[src/rtl/button_gesture_pkg.sv]
// Shared types and elaboration helpers for the button gesture decoder.
// Optional hold auto-repeat is enabled by defining GESTURE_REPEAT_EN.
package button_gesture_pkg;

    typedef enum logic [2:0] {
        IDLE,
        PRESS1,
        WAIT2,
        PRESS2,
        LONG_HELD
    } state_t;

    // Counter must be able to hold the largest terminal count.
    function automatic int cnt_width(input int long_t, input int dbl_t, input int rpt_t);
        int m;
        m = long_t;
        if (dbl_t > m) m = dbl_t;
        if (rpt_t > m) m = rpt_t;
        return $clog2(m + 1);
    endfunction

    function automatic bit params_legal(input int long_t, input int dbl_t, input int rpt_t);
        return (long_t >= 2) && (dbl_t >= 2) && (rpt_t >= 1);
    endfunction

endpackage

[src/rtl/button_gesture_decoder_timer.sv]
// Saturating tick counter; clear has priority and counts only on clock_enable.
module gesture_tick_timer #(
    parameter int W = 4
) (
    input  logic         clk,
    input  logic         rst_n,
    input  logic         clear,
    input  logic         clock_enable,
    output logic [W-1:0] cnt
);

    always_ff @(posedge clk) begin
        if (!rst_n || clear)
            cnt <= '0;
        else if (clock_enable && (cnt != {W{1'b1}}))
            cnt <= cnt + 1'b1;
    end

endmodule

[src/rtl/button_gesture_decoder.sv]
// Classifies debounced button activity into single click, double click and long press.
// Define GESTURE_REPEAT_EN to emit hold_repeat pulses while a long press is held.
module button_gesture_decoder
    import button_gesture_pkg::*;
#(
    parameter int LONG_TICKS   = 1000,
    parameter int DOUBLE_TICKS = 250,
    parameter int REPEAT_TICKS = 100
) (
    input  logic clk,
    input  logic rst_n,
    input  logic clock_enable,
    input  logic btn_level,
    input  logic btn_press,
    output logic single_click,
    output logic double_click,
    output logic long_press,
    output logic hold_repeat,
    output logic busy
);

    localparam int W = cnt_width(LONG_TICKS, DOUBLE_TICKS, REPEAT_TICKS);

    if (!params_legal(LONG_TICKS, DOUBLE_TICKS, REPEAT_TICKS)) begin : g_bad_params
        $error("button_gesture_decoder: illegal tick parameters");
    end

    state_t         state;
    logic [W-1:0]   cnt;
    logic           clear;
    logic           rel;
    logic           long_hit;
    logic           dbl_to;
    logic           rpt_hit;

    always_comb begin
        rel      = !btn_level;
        long_hit = clock_enable && (cnt == W'(LONG_TICKS - 1));
        dbl_to   = clock_enable && (cnt == W'(DOUBLE_TICKS - 1));
`ifdef GESTURE_REPEAT_EN
        rpt_hit  = clock_enable && (cnt == W'(REPEAT_TICKS - 1));
`else
        rpt_hit  = 1'b0;
`endif
        // Clear exactly on the edges where the FSM leaves its state (or re-arms a repeat).
        clear = 1'b0;
        case (state)
            IDLE:      clear = btn_press;
            PRESS1:    clear = long_hit || rel;
            WAIT2:     clear = btn_press || dbl_to;
            PRESS2:    clear = rel;
            LONG_HELD: clear = rel || rpt_hit;
            default:   clear = 1'b1;
        endcase
    end

    gesture_tick_timer #(.W(W)) u_timer (
        .clk          (clk),
        .rst_n        (rst_n),
        .clear        (clear),
        .clock_enable (clock_enable),
        .cnt          (cnt)
    );

    always_ff @(posedge clk) begin
        if (!rst_n) begin
            state        <= IDLE;
            single_click <= 1'b0;
            double_click <= 1'b0;
            long_press   <= 1'b0;
            hold_repeat  <= 1'b0;
        end else begin
            single_click <= 1'b0;
            double_click <= 1'b0;
            long_press   <= 1'b0;
            hold_repeat  <= 1'b0;
            case (state)
                IDLE: begin
                    if (btn_press) state <= PRESS1;
                end
                PRESS1: begin
                    if (long_hit) begin
                        long_press <= 1'b1;
                        state      <= LONG_HELD;
                    end else if (rel) begin
                        state <= WAIT2;
                    end
                end
                WAIT2: begin
                    if (btn_press) begin
                        state <= PRESS2;
                    end else if (dbl_to) begin
                        single_click <= 1'b1;
                        state        <= IDLE;
                    end
                end
                PRESS2: begin
                    if (rel) begin
                        double_click <= 1'b1;
                        state        <= IDLE;
                    end
                end
                LONG_HELD: begin
                    if (rel)
                        state <= IDLE;
                    else if (rpt_hit)
                        hold_repeat <= 1'b1;
                end
                default: state <= IDLE;
            endcase
        end
    end

    assign busy = (state != IDLE);

endmodule

[config.mk]
export PLATFORM = sky130hd
export DESIGN_NAME = button_gesture_decoder
export DESIGN_NICKNAME = d
export VERILOG_FILES = /design/src/rtl/button_gesture_pkg.sv /design/src/rtl/button_gesture_decoder_timer.sv /design/src/rtl/button_gesture_decoder.sv
export SDC_FILE = /design/constraint.sdc
export NUM_CORES = 1
export LEC_CHECK = 0
export ABC_AREA = 1
export BUFFER_PORTS_ARGS = -buffer_cell sky130_fd_sc_hd__buf_2
export CORE_MARGIN = 3
export CORE_UTILIZATION = 54
export CTS_CLUSTER_DIAMETER = 100
export DETAILED_ROUTE_END_ITERATION = 12
export MAX_ROUTING_LAYER = met4
export PLACE_DENSITY = 0.84
export SLEW_MARGIN = 0
export SYNTH_ARGS = -nofsm -noshare
export SYNTH_HDL_FRONTEND = slang
export SYNTH_SLANG_ARGS = --single-unit
[constraint.sdc]
create_clock -name clk -period 1.6 [get_ports clk]
set_input_delay 0.24 -clock clk [delete_from_list [all_inputs] [get_ports clk]]
set_output_delay 0.24 -clock clk [all_outputs]
set_load 0.05 [all_outputs]
# Word level (Yosys, flattened, before mapping)
# Cells that the tools add are included.
# op_classes
eq_ne,11
n_reduce_logical,15
mux,11
add_sub_neg,1
n_bitwise,2
# op_table
op,count
3-bit 2-to-1 mux,6
3-bit one-hot mux with 4 select lines,1
"10-bit by 1-bit adder with 10-bit output, second input constant",1
"10-bit == test, second input constant",1
"10-bit by 8-bit == test with 1-bit output, second input constant",1
"10-bit != test, second input constant",1
"3-bit by 2-bit == test with 1-bit output, second input constant",2
"3-bit != test, second input constant",2
"2-bit != test, second input constant",2
1-bit one-hot mux with 4 select lines,1
2-bit AND reduction,2
4-bit AND reduction,1
"3-bit by 1-bit == test with 1-bit output, second input constant",1
"3-bit == test, second input constant",1
1-bit logical AND,3
3-bit logical NOT,1
1-bit logical OR,3
1-bit 2-to-1 mux,3
3-bit nonzero test,1
3-bit OR reduction,1
1-bit logical NOT,2
1-bit inverter,2
2-bit OR reduction,1
# totals
inputBits,5
out_inout_bits,5
ff_bits,16
elab_cells,45

# Longest topological paths before layout
# logic_depth
word_depth,5
ltp_mapped,10
ltp_nobuf,10

# By module
# From an unflattened synthesis, not the netlist that was laid out.
# hier_totals
cells_unflattened,176
area_unflattened_um2,1052.3
# modules_own_cells
mod,cells_per_inst,seq_area_each_um2,n_inst,area_each_um2
gesture_tick_timer,93,200.2,1,596.8
button_gesture_decoder,83,120.1,1,455.4

# Least setup slack after synthesis
# No wires, ideal clock.
# synth_path
path_kind,register -> register
start,register state[1]
end,register u_timer.cnt[0]
arrival_ns,1.384
path_slack_ns,0.153
path_stages_with_launch,9
required_time_ns,1.536
setup_time_ns,0.064
cell_sequence,dfxtp_1 inv_2 nand2_1 nor2_1 nor2_1 nand2_1 nor2_4 inv_2 nor2_1
# synth_between
elab_chain_cells,4
elab_cells_between_ends,8
# synth_lines
item,line,text
"start, declared",button_gesture_decoder.sv:28,state_t state;
"start signal, assigned",button_gesture_decoder.sv:67,state <= IDLE;
"start signal, assigned",button_gesture_decoder.sv:79,if (btn_press) state <= PRESS1;
"start signal, assigned",button_gesture_decoder.sv:84,state <= LONG_HELD;
3-bit == test / 3-bit by 2-bit == test with 1-bit output (equally long branches),button_gesture_decoder.sv:47,case (state)
2-bit OR reduction (no line),-,
1-bit one-hot mux with 4 select lines (*),button_gesture_decoder.sv:47,
1-bit logical OR (*),button_gesture_decoder_timer.sv:13,if (!rst_n || clear)
"end signal, assigned",button_gesture_decoder_timer.sv:16,cnt <= cnt + 1'b1;
"end, declared",button_gesture_decoder_timer.sv:9,output logic [W-1:0] cnt
# Mark *: on every way between the ends. The rest lies on a longest branch, timed or not.
# A chain may end at the register's enable or synchronous reset.

# Worst setup path after layout
# layout_path
start,register u_timer.cnt[0]
end,register u_timer.cnt[1]
# layout_between
elab_chain_cells,5
elab_cells_between_ends,11
# layout_lines
item,line
10-bit by 8-bit == test with 1-bit output / 10-bit == test (equally long branches),"button_gesture_decoder.sv:39, button_gesture_decoder.sv:38"
"1-bit logical AND, on equally long branches","button_gesture_decoder.sv:39, button_gesture_decoder.sv:38"
"1-bit logical OR, on equally long branches","button_gesture_decoder.sv:50, button_gesture_decoder.sv:49"
1-bit one-hot mux with 4 select lines,button_gesture_decoder.sv:47
1-bit logical OR,button_gesture_decoder_timer.sv:13
# Parallel ways exist; a longest one is shown, timed or not.

==> flow_metrics.env <==
export IMPL_status="complete, no violations"
export IMPL_drt_iter0_markers=43
export IMPL_rr_startpoint="u_timer.cnt[0]$_SDFFE_PP0P_"
export IMPL_syn_inst=150
export IMPL_cts_tree="built"
export IMPL_antenna_cells=0
export IMPL_first_pass_iters=4
export IMPL_die_h_um=48.32
export IMPL_grt_first_pass_wirelength_um=3629
export IMPL_hp_start="btn_level"
export IMPL_antenna_found_initial=0
export IMPL_slew_viol_final=0
export IMPL_tns_ns=0
export IMPL_hold_ws_ns=0.1432
export IMPL_leakagePower_nw=0.4665
export IMPL_syn_area_per_cell_um2=6.448
export IMPL_cp_arrival_ns=1.70
export IMPL_cpPeakStageDelay_ns=0.37
export IMPL_numCtsBuffers=3
export IMPL_ys_flop_type="dfxtp_1"
export IMPL_hold_path_class="primary input to register"
export IMPL_grtUsageTotal_pct=20.33
export IMPL_cts_sinks=16
export IMPL_yosysTopAreaCell="dfxtp_1"
export IMPL_wl_per_cell_um=11.42
export IMPL_synth_edf_count=0
export IMPL_drive_gt1_share_pct=19.88
export IMPL_min_period_ns=1.493
export IMPL_nFillCells=124
export IMPL_rows=14
export IMPL_clkTransAtPathRegs_ns=0.10
export IMPL_ant_nets=0
export IMPL_cap_violations=0
export IMPL_critPathLaunch="u_timer.cnt[0]$_SDFFE_PP0P_"
export IMPL_drc_errors=0
export IMPL_setup_violations=0
export IMPL_initial_core_util_pct=60.68
export IMPL_route_vias_total=997
export IMPL_dieWidth_um=48.32
export IMPL_die_area_um2=2335
export IMPL_end_kind="register"
export IMPL_setup_slack_ns=0.1068
export IMPL_area_growth_pct=15.14
export IMPL_yosysMostFrequentCell="nand2_1"
export IMPL_yosysWarnings=0
export IMPL_ios=10
export IMPL_clkLatencyLatePin_ns=0.30
export IMPL_crit_fanout=8
export IMPL_routed_wl_um=2169
export IMPL_dp_slack_ns=0.02970
export IMPL_synth_nets=157
export IMPL_dpl_instance_area_um2=1033
export IMPL_netlist_area_um2=967.2
export IMPL_hold_buffers=0
export IMPL_h_tree_depth=1
export IMPL_cts_root_buf="clkbuf_4"
export IMPL_seq_area_frac_synth_pct=33.12
export IMPL_path_class="register to register"
export IMPL_post_drt_via_cell_ratio=5.247
export IMPL_first_global_vias=817
export IMPL_async_flop_share_pct=0
export IMPL_p_per_area_nw_per_um2=1177
export IMPL_finalNetCount=174
export IMPL_rsz0062_at_grt="no"
export IMPL_fmax_ghz=0.6697
export IMPL_ys_ff_latch=16
export IMPL_hold_viol_final=0
export IMPL_synth_area_top_cells="dfxtp_1, nand2_1, nor2_1"
export IMPL_grt_max_degree=13
export IMPL_final_util_pct=69.86
export IMPL_crit_slowest_cell="dfxtp_2"
export IMPL_place_hpwl_um=1561
export IMPL_crit_chain="ha_2 -> nand3_1 -> inv_1 -> nand4_1 -> nand2_4 -> buf_4 -> nor2_1 -> o21a_1"
export IMPL_cp_required_ns=1.80
export IMPL_synth_top_area_share_pct=33.12
export IMPL_grt_ovfl_total=0
export IMPL_numPortBuffers=8
export IMPL_vdd_drop_max_mv=0.7971
export IMPL_synth_top_cells_by_count="nand2_1, nor2_1, inv_1"
export IMPL_cts_buffer_depth=2
export IMPL_timing_final_crit_share_pct=93.33
export IMPL_cp_start_kind="register"
export IMPL_clock_skew_final_ns=0.001358
export IMPL_ys_types=25
export IMPL_gp_congestion=0.8733
export IMPL_core_um2=1594
export IMPL_fin_area_um2=1114
-- per-layer routing --
metal | global-route usage, % | wire [µm] | vias up
li1 | - | - | 509
met1 | 25.62 | 929 | 443
met2 | 30.28 | 1019 | 41
met3 | 4.294 | 183 | 4
met4 | 11.37 | 36 | 0
met5 | - | 0 | -
-- critical path: cells and delay by family, from the launching register on --
family / cells / cell delay, ns
DFF: 1 / 0.37
adders and majority gates: 1 / 0.20
buffers and inverters: 2 / 0.23
AOI/OAI and AO/OA: 1 / 0.17
and+or+nand+nor: 4 / 0.42
-- registers in the layout (all words and copies together) (netlist names) --
| register | count |
|---|---|
| double_click | 1 |
| long_press | 1 |
| single_click | 1 |
| state | 3 |
| u_timer.cnt | 10 |
-- power breakdown --
| part | internal (W) | switching (W) | total [W] |
|---|---|---|---|
| sequential | 0.000444 | 0.0000581 | 0.000502 |
| clock | 0.000139 | 0.000141 | 0.000281 |
| combinational | 0.000173 | 0.000355 | 0.000527 |
| total | 0.000756 | 0.000554 | 0.00131 |
-- cell usage in the layout, fill, tap and decap left out, drive strengths merged --
| master | count |
|---|---|
| o21a | 1 |
| o21bai | 1 |
| o21ai | 4 |
| nand3 | 10 |
| clkbuf | 4 |
| conb | 1 |
| buf | 14 |
| xnor2 | 2 |
| inv | 21 |
| nor2 | 31 |
| nor4 | 2 |
| ha | 2 |
| o211ai | 2 |
| xor2 | 2 |
| a21oi | 6 |
| dfxtp | 16 |
| nand2 | 38 |
| nand4 | 5 |
| nor3 | 4 |
-- stage by stage --
stage          std cells  total power, W
2_1_floorplan        150       0.0009105
3_3_place_gp         182        0.001006
3_5_place_dp         182        0.001016
4_1_cts              186        0.001295
5_1_grt              190        0.001412
6_report             190        0.001310
-- path summary, 6_finish.rpt --
kind / cells after the start / to / slack (ns)
hold / removal: 2 / double_click$_SDFF_PN0_ / 0.14
setup reg to reg: 8 / u_timer.cnt[1]$_SDFFE_PP0P_ / 0.11
setup / recovery: 8 / u_timer.cnt[1]$_SDFFE_PP0P_ / 0.11
hold reg to reg: 2 / double_click$_SDFF_PN0_ / 0.53
-- logic make-up after synthesis --
family                   Yosys count  share of synthesized area (%)
other                              1                         0.3877
AO/OA/AOI/OAI                     14                          8.279
adder cells (fa/ha/maj)            2                          2.587
buffers and inverters             23                          10.09
flip-flops                        16                          33.12
XOR/XNOR                           4                          3.623
AND/OR/NAND/NOR                   90                          41.91
-- layout make-up --
class	count	area, µm²	area share, %
Multi-Input combinational cell	111	560.5	50.34
Sequential cell	16	322.8	28.99
Timing Repair Buffer	14	85.08	7.640
Inverter	21	78.83	7.079
Clock buffer	4	36.28	3.258
Tap cell	24	30.03	2.697
-- repair_timing --
action / CTS / global route
buffers inserted: 0 / 4
resized for setup: 1 / 5
pin swaps: 0 / 1
hold endpoints to repair: 0 / 0
endpoints found under the setup margin: 1 / 10
Note: power is estimated with default switching activity, not from simulation.
